===== src/rtl/usr_pkg.sv =====
`default_nettype none
// ============================================================================
// Module      : usr_pkg
// Description : Shared definitions for the universal shift register.
//               Provides the operation-mode codes and the burst FSM state
//               encoding used by univ_shift_reg and usr_next_val.
// Revision    : 1.0 - initial release
// ============================================================================
package usr_pkg;

  // Single-cycle operation codes (the mode input)
  localparam logic [2:0] MODE_HOLD = 3'b000;
  localparam logic [2:0] MODE_LOAD = 3'b001;
  localparam logic [2:0] MODE_SHL  = 3'b010;
  localparam logic [2:0] MODE_SHR  = 3'b011;
  localparam logic [2:0] MODE_ROL  = 3'b100;
  localparam logic [2:0] MODE_ROR  = 3'b101;
  localparam logic [2:0] MODE_ASHR = 3'b110;
  localparam logic [2:0] MODE_RSVD = 3'b111;

  // Burst FSM states
  typedef enum logic [1:0] {
    S_IDLE  = 2'b00,
    S_BURST = 2'b01,
    S_DONE  = 2'b10
  } state_t;

endpackage : usr_pkg
`default_nettype wire


===== src/rtl/usr_next_val.sv =====
`default_nettype none
// ============================================================================
// Module      : usr_next_val
// Description : Combinational next-value function of the shift register.
//               Ports:
//                 q        - current register contents
//                 mode     - operation select (see usr_pkg MODE_*)
//                 d        - parallel load data
//                 ser_in_l - bit entering the LSB on a left shift
//                 ser_in_r - bit entering the MSB on a right shift
//                 q_nxt    - value the register takes if this op is applied
// Revision    : 1.0 - initial release
// ============================================================================
module usr_next_val
  import usr_pkg::*;
#(
  parameter int WIDTH = 8
) (
  input  logic [WIDTH-1:0] q,
  input  logic [2:0]       mode,
  input  logic [WIDTH-1:0] d,
  input  logic             ser_in_l,
  input  logic             ser_in_r,
  output logic [WIDTH-1:0] q_nxt
);

  always_comb begin
    q_nxt = q;
    case (mode)
      MODE_LOAD: q_nxt = d;
      MODE_SHL:  q_nxt = {q[WIDTH-2:0], ser_in_l};
      MODE_SHR:  q_nxt = {ser_in_r, q[WIDTH-1:1]};
      MODE_ROL:  q_nxt = {q[WIDTH-2:0], q[WIDTH-1]};
      MODE_ROR:  q_nxt = {q[0], q[WIDTH-1:1]};
      MODE_ASHR: q_nxt = {q[WIDTH-1], q[WIDTH-1:1]};
      default:   q_nxt = q;  // hold and the reserved code
    endcase
  end

endmodule : usr_next_val
`default_nettype wire


===== src/rtl/univ_shift_reg.sv =====
`default_nettype none
// ============================================================================
// Module      : univ_shift_reg
// Description : WIDTH-bit universal shift register with load/shift/rotate/
//               arithmetic-shift modes and an autonomous burst shifter.
//               Ports:
//                 clk, reset          - clock, async active-high reset
//                 clr                 - sync clear to RESET_VAL, aborts burst
//                 en, mode, d         - single-cycle operation control
//                 ser_in_l, ser_in_r  - serial fill bits for shl / shr
//                 start, burst_len,
//                 burst_dir           - burst request (0 = left, 1 = right)
//                 q                   - register contents
//                 ser_out_l/ser_out_r - q MSB / q LSB
//                 busy, done          - burst in progress / burst finished
// Revision    : 1.0 - initial release
// ============================================================================
module univ_shift_reg
  import usr_pkg::*;
#(
  parameter int               WIDTH     = 8,
  parameter logic [WIDTH-1:0] RESET_VAL = '0,
  parameter int               CW        = $clog2(WIDTH + 1)
) (
  input  logic             clk,
  input  logic             reset,
  input  logic             clr,
  input  logic             en,
  input  logic [2:0]       mode,
  input  logic [WIDTH-1:0] d,
  input  logic             ser_in_l,
  input  logic             ser_in_r,
  input  logic             start,
  input  logic [CW-1:0]    burst_len,
  input  logic             burst_dir,
  output logic [WIDTH-1:0] q,
  output logic             ser_out_l,
  output logic             ser_out_r,
  output logic             busy,
  output logic             done
);

  localparam logic [CW-1:0] c_width = CW'(WIDTH);
  localparam logic [CW-1:0] c_one   = CW'(1);

  state_t           r_state, w_state_nxt;
  logic [CW-1:0]    r_cnt,   w_cnt_nxt;
  logic             r_dir,   w_dir_nxt;
  logic [WIDTH-1:0] r_q,     w_q_nxt;

  logic [2:0]       w_nv_mode;
  logic             w_nv_sl;
  logic             w_nv_sr;
  logic [WIDTH-1:0] w_nv_q;

  // During a burst the shared next-value function is steered to a plain
  // logical shift with zero fill in the latched direction.
  always_comb begin
    w_nv_mode = mode;
    w_nv_sl   = ser_in_l;
    w_nv_sr   = ser_in_r;
    if (r_state == S_BURST) begin
      w_nv_mode = r_dir ? MODE_SHR : MODE_SHL;
      w_nv_sl   = 1'b0;
      w_nv_sr   = 1'b0;
    end
  end

  usr_next_val #(
    .WIDTH (WIDTH)
  ) u_next_val (
    .q        (r_q),
    .mode     (w_nv_mode),
    .d        (d),
    .ser_in_l (w_nv_sl),
    .ser_in_r (w_nv_sr),
    .q_nxt    (w_nv_q)
  );

  // Next-state logic; priority: clr, burst activity, start, en/mode.
  always_comb begin
    w_state_nxt = r_state;
    w_cnt_nxt   = r_cnt;
    w_dir_nxt   = r_dir;
    w_q_nxt     = r_q;
    if (clr) begin
      w_state_nxt = S_IDLE;
      w_cnt_nxt   = '0;
      w_q_nxt     = RESET_VAL;
    end else begin
      case (r_state)
        S_BURST: begin
          w_q_nxt   = w_nv_q;
          w_cnt_nxt = r_cnt - c_one;
          if (r_cnt == c_one) begin
            w_state_nxt = S_DONE;
          end
        end
        S_DONE: begin
          w_state_nxt = S_IDLE;
        end
        default: begin  // S_IDLE (and any unused encoding)
          if (start) begin
            if (burst_len == '0) begin
              w_state_nxt = S_DONE;
            end else begin
              // Lengths beyond WIDTH saturate: the result is all zeros anyway.
              w_cnt_nxt   = (burst_len > c_width) ? c_width : burst_len;
              w_dir_nxt   = burst_dir;
              w_state_nxt = S_BURST;
            end
          end else if (en) begin
            w_q_nxt = w_nv_q;
          end
        end
      endcase
    end
  end

  always_ff @(posedge clk or posedge reset) begin
    if (reset) begin
      r_state <= S_IDLE;
      r_cnt   <= '0;
      r_dir   <= 1'b0;
      r_q     <= RESET_VAL;
    end else begin
      r_state <= w_state_nxt;
      r_cnt   <= w_cnt_nxt;
      r_dir   <= w_dir_nxt;
      r_q     <= w_q_nxt;
    end
  end

  assign q         = r_q;
  assign ser_out_l = r_q[WIDTH-1];
  assign ser_out_r = r_q[0];
  assign busy      = (r_state == S_BURST);
  assign done      = (r_state == S_DONE);

endmodule : univ_shift_reg
`default_nettype wire


===== config.mk =====
export PLATFORM = sky130hd
export DESIGN_NAME = univ_shift_reg
export DESIGN_NICKNAME = d
export VERILOG_FILES = /design/src/rtl/usr_pkg.sv /design/src/rtl/usr_next_val.sv /design/src/rtl/univ_shift_reg.sv
export SDC_FILE = /design/constraint.sdc
export NUM_CORES = 1
export LEC_CHECK = 0
export BUFFER_PORTS_ARGS = -buffer_cell sky130_fd_sc_hd__buf_2
export CAP_MARGIN = 40
export CORE_UTILIZATION = 30
export DETAILED_ROUTE_END_ITERATION = 10
export GPL_ROUTABILITY_DRIVEN = 0
export GPL_TIMING_DRIVEN = 0
export HOLD_SLACK_MARGIN = 0.03
export PLACE_DENSITY = 0.54
export RECOVER_POWER = 100
export SLEW_MARGIN = 20
export SYNTH_ARGS = -nofsm -noshare
export SYNTH_HDL_FRONTEND = slang
export SYNTH_SLANG_ARGS = --single-unit

===== constraint.sdc =====
create_clock -name clk -period 1.6 [get_ports clk]
set_input_delay 0.16 -clock clk [delete_from_list [all_inputs] [get_ports clk]]
set_output_delay 0.16 -clock clk [all_outputs]
set_load 0.01 [all_outputs]

# Word level (Yosys, flattened, before mapping)
# Cells that the tools add are included.
# word_totals
reg_bits	15
in_bits	23
out_inout_bits	12
elab_cells	50
# classes
n_addsub	1
order_cmp	1
eq_ne	13
n_mux	19
bitwise	3
n_reduce_logical	9
# ops
operator	count
one-hot mux 8 bit (6 select lines)	1
2-to-1 mux 8 bit	3
2-to-1 mux 4 bit	4
one-hot mux 8 bit (2 select lines)	1
== test 3 bit (second input constant)	3
2-to-1 mux 2 bit	4
one-hot mux 4 bit (2 select lines)	1
== test 3 x 2 -> 1 bit (second input constant)	2
!= test 3 x 2 -> 1 bit (second input constant)	2
AND reduction 3 bit	2
nonzero test 3 bit	2
== test 4 x 1 -> 1 bit (second input constant)	1
greater-than comparator 4 bit (second input constant)	1
zero test 4 bit	1
one-hot mux 2 bit (2 select lines)	1
AND reduction 4 bit	1
nonzero test 4 bit	1
subtractor 4 x 1 -> 4 bit (second input constant)	1
== test 3 x 1 -> 1 bit (second input constant)	1
2-to-1 mux 1 bit	3
2-to-1 mux 3 bit	1
!= test 3 bit (second input constant)	1
inverter 1 bit	3
== test 2 x 1 -> 1 bit (second input constant)	1
other kinds (4)	4

# Logic depth before layout (Yosys ltp)
# Gate-level depths: netlist of run 1.
# logic_depth
depth_word	8
mapped_depth	8
mapped_depth_nobuf	6

# Cells and area by module
# From an unflattened synthesis of run 1, not the netlist that was laid out.
# unflattened
cells_unflattened	157
hier_area_um2	1441.4
# by_module_without_submodules
module	instances	cells_per_inst	area_each_um2	seq_area_each_um2
univ_shift_reg	1	109	1037.2	375.4
usr_next_val	1	48	404.1	0.0

# Worst setup path after synthesis of run 1
# No wires, ideal clock.
# synth_timing
kind	register to register
start	reg r_state[1]
end	reg r_q[2], in the netlist q[2]
setup_ns	0.126
arrival_ns	1.646
required_ns	1.474
path_slack_ns	-0.172
path_stages_with_launch	8
n_path_buf	1
synth_period_minus_slack_ns	1.772
cell_sequence	dfrtp_1 -> inv_1 -> ha_1 -> clkbuf_1 -> or2_2 -> o22ai_2 -> a22o_1 -> a221o_1
# synth_via
elab_chain_len	8
word_cells_on_any_way	18
classes_between	eq/ne (10); mux (6); reduce/logical (2)
# synth_rtl
item	line_no	rtl
start: declaration	univ_shift_reg.sv:46	state_t r_state, w_state_nxt;
start signal: assignment	univ_shift_reg.sv:127	r_state <= w_state_nxt;
== test 2 x 1 -> 1 bit *	--	
named net busy	univ_shift_reg.sv:39	output logic busy,
2-to-1 mux 3 bit	univ_shift_reg.sv:62	if (r_state == S_BURST) begin
== test 3 bit (tied with other cells)	usr_next_val.sv:29	case (mode)
one-hot mux 8 bit (6 select lines)	usr_next_val.sv:29	
2-to-1 mux 8 bit	univ_shift_reg.sv:112	end else if (en) begin
2-to-1 mux 8 bit	univ_shift_reg.sv:103	if (start) begin
one-hot mux 8 bit (2 select lines)	univ_shift_reg.sv:91	case (r_state)
2-to-1 mux 8 bit	univ_shift_reg.sv:86	if (clr) begin
end signal: assignment	univ_shift_reg.sv:130	r_q <= w_q_nxt;
end: declaration	univ_shift_reg.sv:49	logic [WIDTH-1:0] r_q, w_q_nxt;
# The timed path passes the listed nets; every way through them passes the cells marked *. The select of a mux whose other input is x is not followed.
# A chain may end at the register's enable or synchronous reset.

# Worst setup path after layout of run 1
# layout_timing
start	reg r_state[0]
end	reg r_q[6], in the netlist q[6]
# layout_via
elab_chain_len	8
word_cells_on_any_way	18
classes_between	eq/ne (10); mux (6); reduce/logical (2)
# layout_rtl
item	line_no
== test 2 x 1 -> 1 bit	univ_shift_reg.sv:62, univ_shift_reg.sv:91
2-to-1 mux 3 bit	univ_shift_reg.sv:62
== test 3 bit (tied with other cells)	usr_next_val.sv:29
one-hot mux 8 bit (6 select lines)	usr_next_val.sv:29
2-to-1 mux 8 bit	univ_shift_reg.sv:112
2-to-1 mux 8 bit	univ_shift_reg.sv:103
one-hot mux 8 bit (2 select lines)	univ_shift_reg.sv:91
2-to-1 mux 8 bit	univ_shift_reg.sv:86
# Parallel ways exist; a longest one is shown, timed or not. The select of a mux whose other input is x is not followed.

==> impl_metrics.tcl, run 1 <==
set metrics [dict create \
    dpl_worst_slack_ns -0.190 \
    route.detailed.drc 0 \
    die_w_um 64.7 \
    fmax_ghz 0.575 \
    n_antenna_cell 0 \
    crit_path_end_kind "register" \
    synth_edf_count 0 \
    firstDrtPassIters 4 \
    start_util_pct 31.8 \
    port_buffers 33 \
    cts_tree "built" \
    core_area_mm2 0.00372 \
    setup_viol 8 \
    seqPwrFrac_pct 27.6 \
    yosysMostFrequentCell "dfrtp_1" \
    n_fill_cell 380 \
    p_int_mw 1.36 \
    async_flop_share_pct 100 \
    die-area_mm2 0.00419 \
    finalHoldViolations 0 \
    synth_flop_cell "dfrtp_1" \
    rows 22 \
    outcome "complete, but fails checks" \
    avgSynthCellArea_um2 9.30 \
    synth_top_area_share_pct 31.8 \
    ys_types 51 \
    fin_ws_ns -0.139 \
    grt_pass1_vias 1079 \
    swShare_pct 41.6 \
    synth_seq_cells 15 \
    post_drt_wl_per_cell_um 14.8 \
    violations "setup timing" \
    syn_area_mm2 0.00118 \
    grt_pass1_wl_mm 5.26 \
    p_switching_uw 967 \
    cp_max_fo 6 \
    seq_area_frac_synth_pct 31.8 \
    drtIter0Drc 47 \
    ys_top_cells_by_count "15 x dfrtp_1, 12 x inv_1, 8 x nor2_1" \
    drt_wl_total_mm 3.23 \
    ctsRootBufferMaster "clkbuf_8" \
    cp-start-kind "register" \
    p_per_area_mw_per_mm2 1420 \
    vias_per_cell 5.36 \
    fp.dieH_um 64.7 \
    rsz0062_at_grt "true" \
    slew_headroom_pct 60.9 \
    peakVddDrop_mv 0.469 \
    ctsLongestPathBuffers 2 \
    antenna_found_initial 0 \
    yosys_warnings 0 \
    grt_overflow 0 \
    worstPathArrival_ns 1.86 \
    layout_min_cycle_time_ns 1.74 \
    synth_nets 154 \
    vias 1168 \
    fin_skew_ns 0.00773 \
    worst_slew_pin_slew_ns 0.586 \
    antenna_left 0 \
    drv_slew 0 \
    area_growth_pct 38.8 \
    path_class "register to register" \
    post-synth-top-area-cell "dfrtp_1" \
    min_path_type "input port to register" \
    grtUsageTotal_pct 16.5 \
    synth_area_leaders "dfrtp_1 32%, a221o_1 4.2%, ha_1 4.2%" \
    synth_cells 127 \
    clock_sinks 15 \
    clkTransAtPathRegs_ns 0.06 \
    insertion_delay_ns 0.25 \
    period_share_pct 109 \
    drv_cap 0 \
    power_frac_comb_pct 59.0 \
    dp_hpwl_mm 2.35 \
    grt_max_degree 16 \
    ioPinCount 35 \
    timing.hold.ws_ns 0.146 \
    cts_max_level 1 \
    numCtsBuffers 3 \
    nets 198 \
    p_leak_nw 0.699 \
    drive_above_1_share_pct 38.2 \
    critical_path_required_ns 1.72 \
    clkPwrFrac_pct 13.3 \
]
[placed cells by master (no fill, tap or decap), types with 5 or more instances in the layout]
cell      count
a221o_1       5
a22o_1        5
and2_1        6
buf_2        25
buf_4         5
clkbuf_1     10
dfrtp_1      15
inv_1         9
nand2_1       6
nor2_1        7
[worst paths after layout]
| path | slack [ns] | from | depth (start not counted) | endpoint |
|---|---|---|---|---|
| worst max-delay path | -0.14 | r_state[0]$_DFFE_PP0P_ | 6 | q[6]$_DFFE_PP0P_ |
| worst min-delay path | 0.15 | burst_dir | 2 | r_dir$_DFFE_PP0P_ |
| worst max register to register | -0.14 | r_state[0]$_DFFE_PP0P_ | 6 | q[6]$_DFFE_PP0P_ |
| worst min register to register | 0.58 | q[3]$_DFFE_PP0P_ | 1 | q[2]$_DFFE_PP0P_ |
| max in group asynchronous | 0.70 | reset | 3 | q[6]$_DFFE_PP0P_ |
| min in group asynchronous | 0.51 | reset | 3 | r_dir$_DFFE_PP0P_ |
[stage by stage]
step | area (µm²) | instances | total power, mW | TNS, ns | utilization, %
final | 1640 | 218 | 2.32 | -0.800 | 44.1
after global routing | 1640 | 218 | 2.51 | -1.41 | 44.1
after CTS | 1580 | 216 | 2.24 | -0.673 | 42.5
after detailed placement | 1450 | 208 | 1.76 | -1.39 | 39.0
after global placement | 1450 | 208 | 1.73 | -1.07 | 39.0
after floorplan | 1220 | 127 | 1.45 | -0.131 | -
[logic make-up (layout without fill, tap and decap cells)]
| group | after synthesis | in the layout | share of synthesized area, % |
|---|---|---|---|
| buffers and inverters | 19 | 62 | 7.73 |
| muxes | 5 | 5 | 4.55 |
| xor gates and xnor gates | 2 | 2 | 1.48 |
| AOI/OAI and AO/OA | 43 | 43 | 30.8 |
| DFF | 15 | 15 | 31.8 |
| adders and majority gates | 4 | 4 | 4.24 |
| and+or+nand+nor | 39 | 39 | 19.4 |
[power groups by stage]
stage	clock, mW	sequential (mW)	combinational [mW]
final	0.310	0.642	1.37
after global routing	0.337	0.661	1.51
after CTS	0.321	0.633	1.29
after detailed placement	0	0.634	1.12
after global placement	0	0.629	1.10
after floorplan	0	0.617	0.834
[registers in the layout, indices dropped and copies added (netlist names)]
signal   count
r_cnt        4
q            8
r_state      2
r_dir        1
[layout make-up]
class	instances	area [µm²]	area share, %
Tap cell	48	60.1	3.66
Multi-Input combinational cell	93	847	51.7
Clock buffer	4	45.0	2.75
Inverter	12	48.8	2.98
Timing Repair Buffer	40	218	13.3
Buffer	6	45.0	2.75
Sequential cell	15	375	22.9
[routing by layer]
| metal | routed length (µm) | global-route usage, % | vias up |
|---|---|---|---|
| li1 | - | - | 576 |
| met1 | 1590 | 23.8 | 556 |
| met2 | 1440 | 24.9 | 32 |
| met3 | 160 | 2.29 | 4 |
| met4 | 31 | 5.83 | 0 |
| met5 | 0 | 0 | - |
[what timing repair did]
item                                    CTS  global route
endpoints found under the setup margin   13            15
setup buffers                             4             2
hold buffers                              1             0
endpoints found under the hold margin    15             0
gates resized for setup                  12            13
pin swaps                                10             7
[critical path: stages (launching register included)]
cell	delay (ns)
dfrtp_1	0.42
buf_6	0.13
ha_4	0.18
nor2b_4	0.14
a31o_1	0.24
nor2b_4	0.16
a221o_1	0.33
Note: power is estimated with default switching activity, not from simulation.
==> run 2, diff against run 1 <==
- CORE_UTILIZATION: 30 -> 46
- PLACE_DENSITY: 0.54 -> 0.76
==> run 2 against run 1 <==
Against the previous run: register-to-register slack is essentially flat; core utilization grew 26 points; sequential share of layout area grew 0.25 points; critical path depth is the same; the run still ends with setup timing left; largest power group unchanged; global-route usage grew 11 points; sequential power grew 1%; fmax is essentially flat.
==> impl_metrics.tcl, run 2 (synthesis gave the netlist of run 1 again) <==
set metrics [dict create \
    fin_skew_ns 0.0123 \
    clock_sinks 15 \
    slew_headroom_pct 59.7 \
    worst-path-stages 6 \
    layout_min_cycle_time_ns 1.74 \
    reg2reg_slack_ns -0.14 \
    p_leak_nw 0.707 \
    swShare_pct 44.2 \
    fp.dieH_um 52.7 \
    core_area_mm2 0.00232 \
    port_buffers 33 \
    largest_reg_flops 8 \
    vias_per_cell 6.17 \
    gr-usage-met1_pct 39.7 \
    crit_slowest_cell "dfrtp_1" \
    multi_input_area_um2 872 \
    p_switching_mw 1.04 \
    slowest_delay_ns 0.42 \
    outcome "complete, but fails checks" \
    finalHoldViolations 0 \
    grtUsageTotal_pct 27.2 \
    setup_viol 8 \
    worstPathArrival_ns 1.92 \
    vias 1227 \
    dpl_worst_slack_ns -0.184 \
    period_share_pct 109 \
    drive_above_1_share_pct 41.5 \
    fmax_ghz 0.575 \
    cp_max_fo 8 \
    holdPathEnd "r_dir$_DFFE_PP0P_" \
    top_usage_layer "met2" \
    area_growth_pct 37.7 \
    rsz0062_at_grt "true" \
    critical_path_required_ns 1.78 \
    min_path_type "input port to register" \
    start_util_pct 50.9 \
    insertion_delay_ns 0.29 \
    grt_pass1_vias 1108 \
    power_frac_comb_pct 62.3 \
    nets 199 \
    worstHoldPathCells 2 \
    antenna_left 0 \
    reg2reg_depth 6 \
    drt_wl_total_mm 3.45 \
    p_per_area_mw_per_mm2 1440 \
    cp-startpoint "r_state[0]$_DFFE_PP0P_" \
    regArea_um2 377 \
    fin_ws_ns -0.139 \
    worst_slew_pin_slew_ns 0.604 \
    cts_tree "built" \
    drtIter0Drc 61 \
    n_antenna_cell 0 \
    route.detailed.drc 0 \
    ctsLongestPathBuffers 2 \
    p_int_mw 1.31 \
    use_met3_pct 5.22 \
    drv_slew 0 \
    seqPwrFrac_pct 27.7 \
    peakVddDrop_mv 0.950 \
    critPathBufInv 1 \
    layout_commonest_cell "buf_2" \
    r2r_start "r_state[0]$_DFFE_PP0P_" \
    cp_cell_sequence "buf_6, ha_4, or2_4, o22ai_4, a32oi_2, o41ai_2" \
    clkTransAtPathRegs_ns 0.11 \
    ctsRootBufferMaster "clkbuf_4" \
    final_cell_mix "24 x buf_2, 14 x dfrtp_1, 9 x clkbuf_1, 8 x inv_1" \
    min_from "burst_dir" \
    path_class "register to register" \
    crit_path_end_kind "register" \
    die_w_um 52.7 \
    grt_overflow 0 \
    cts_max_level 1 \
    timing.hold.ws_ns 0.116 \
    dp_hpwl_mm 2.35 \
    post_drt_wl_per_cell_um 17.3 \
    violations "setup timing" \
    final_util_pct 70.2 \
    r2r_end "q[7]$_DFFE_PP0P_" \
    n_fill_cell 191 \
    grt_pass1_wl_mm 5.43 \
    drv_cap 0 \
    firstDrtPassIters 4 \
    clkPwrFrac_pct 10.0 \
    grt_max_degree 16 \
    ioPinCount 35 \
    die-area_mm2 0.00277 \
    cp-start-kind "register" \
    rows 17 \
    antenna_found_initial 0 \
    met2_usage_pct 40.9 \
    cp_top_family "compound AO/OA/AOI/OAI gates" \
    numCtsBuffers 3 \
]
==> run 2: cell types whose count changed in the layout (fill, tap and decap cells not counted), sizes merged <==
cell / previous run / this run
clkinv: 0 / 1
==> run 2: power groups by stage <==
stage	clock network, mW	logic [mW]	registers, mW
floorplan	0	0.834	0.617
global placement	0	1.08	0.627
detailed placement	0	1.12	0.636
CTS	0.236	1.36	0.640
global route	0.254	1.57	0.669
finish	0.234	1.46	0.651
==> run 2: area by class of cell <==
class,count,share of cell area [%]
Multi-Input combinational cell,93,53.6
Sequential cell,15,23.2
Timing Repair Buffer,41,13.6
Inverter,12,3.00
Buffer,6,2.77
Tap cell,28,2.15
Clock buffer,3,1.38
Clock inverter,1,0.308
==> run 2: per-layer routing <==
layer	up-vias	part of all wire [%]
li1	572	-
met1	598	45
met2	53	49
met3	4	5.7
met4	0	0.75
met5	-	0
==> run 2: timing repair <==
| action | CTS | global route |
|---|---|---|
| setup endpoints to repair | 14 | 14 |
| setup buffers | 7 | 0 |
| pin swaps | 13 | 5 |
| gates resized for setup | 16 | 13 |
| hold endpoints to repair | 15 | 0 |
| hold buffers | 1 | 0 |
==> run 2: metrics by stage <==
stage / std cells / cell area [µm²] / total power, mW / TNS (ns)
6_report: 199 / 1630 / 2.35 / -0.515
5_1_grt: 199 / 1630 / 2.50 / -1.17
3_3_place_gp: 188 / 1420 / 1.71 / -0.773
4_1_cts: 199 / 1580 / 2.23 / -0.526
3_5_place_dp: 188 / 1420 / 1.75 / -1.35
2_1_floorplan: 127 / 1220 / 1.45 / -0.131
==> run 2: worst max path at each step <==
stage                             endpoint  slack [ns]
after detailed placement  q[2]$_DFFE_PP0P_       -0.18
after floorplan           q[2]$_DFFE_PP0P_       -0.03
after CTS                 q[7]$_DFFE_PP0P_       -0.11
after global routing      q[7]$_DFFE_PP0P_       -0.18
after global placement    q[6]$_DFFE_PP0P_       -0.12
final                     q[7]$_DFFE_PP0P_       -0.14
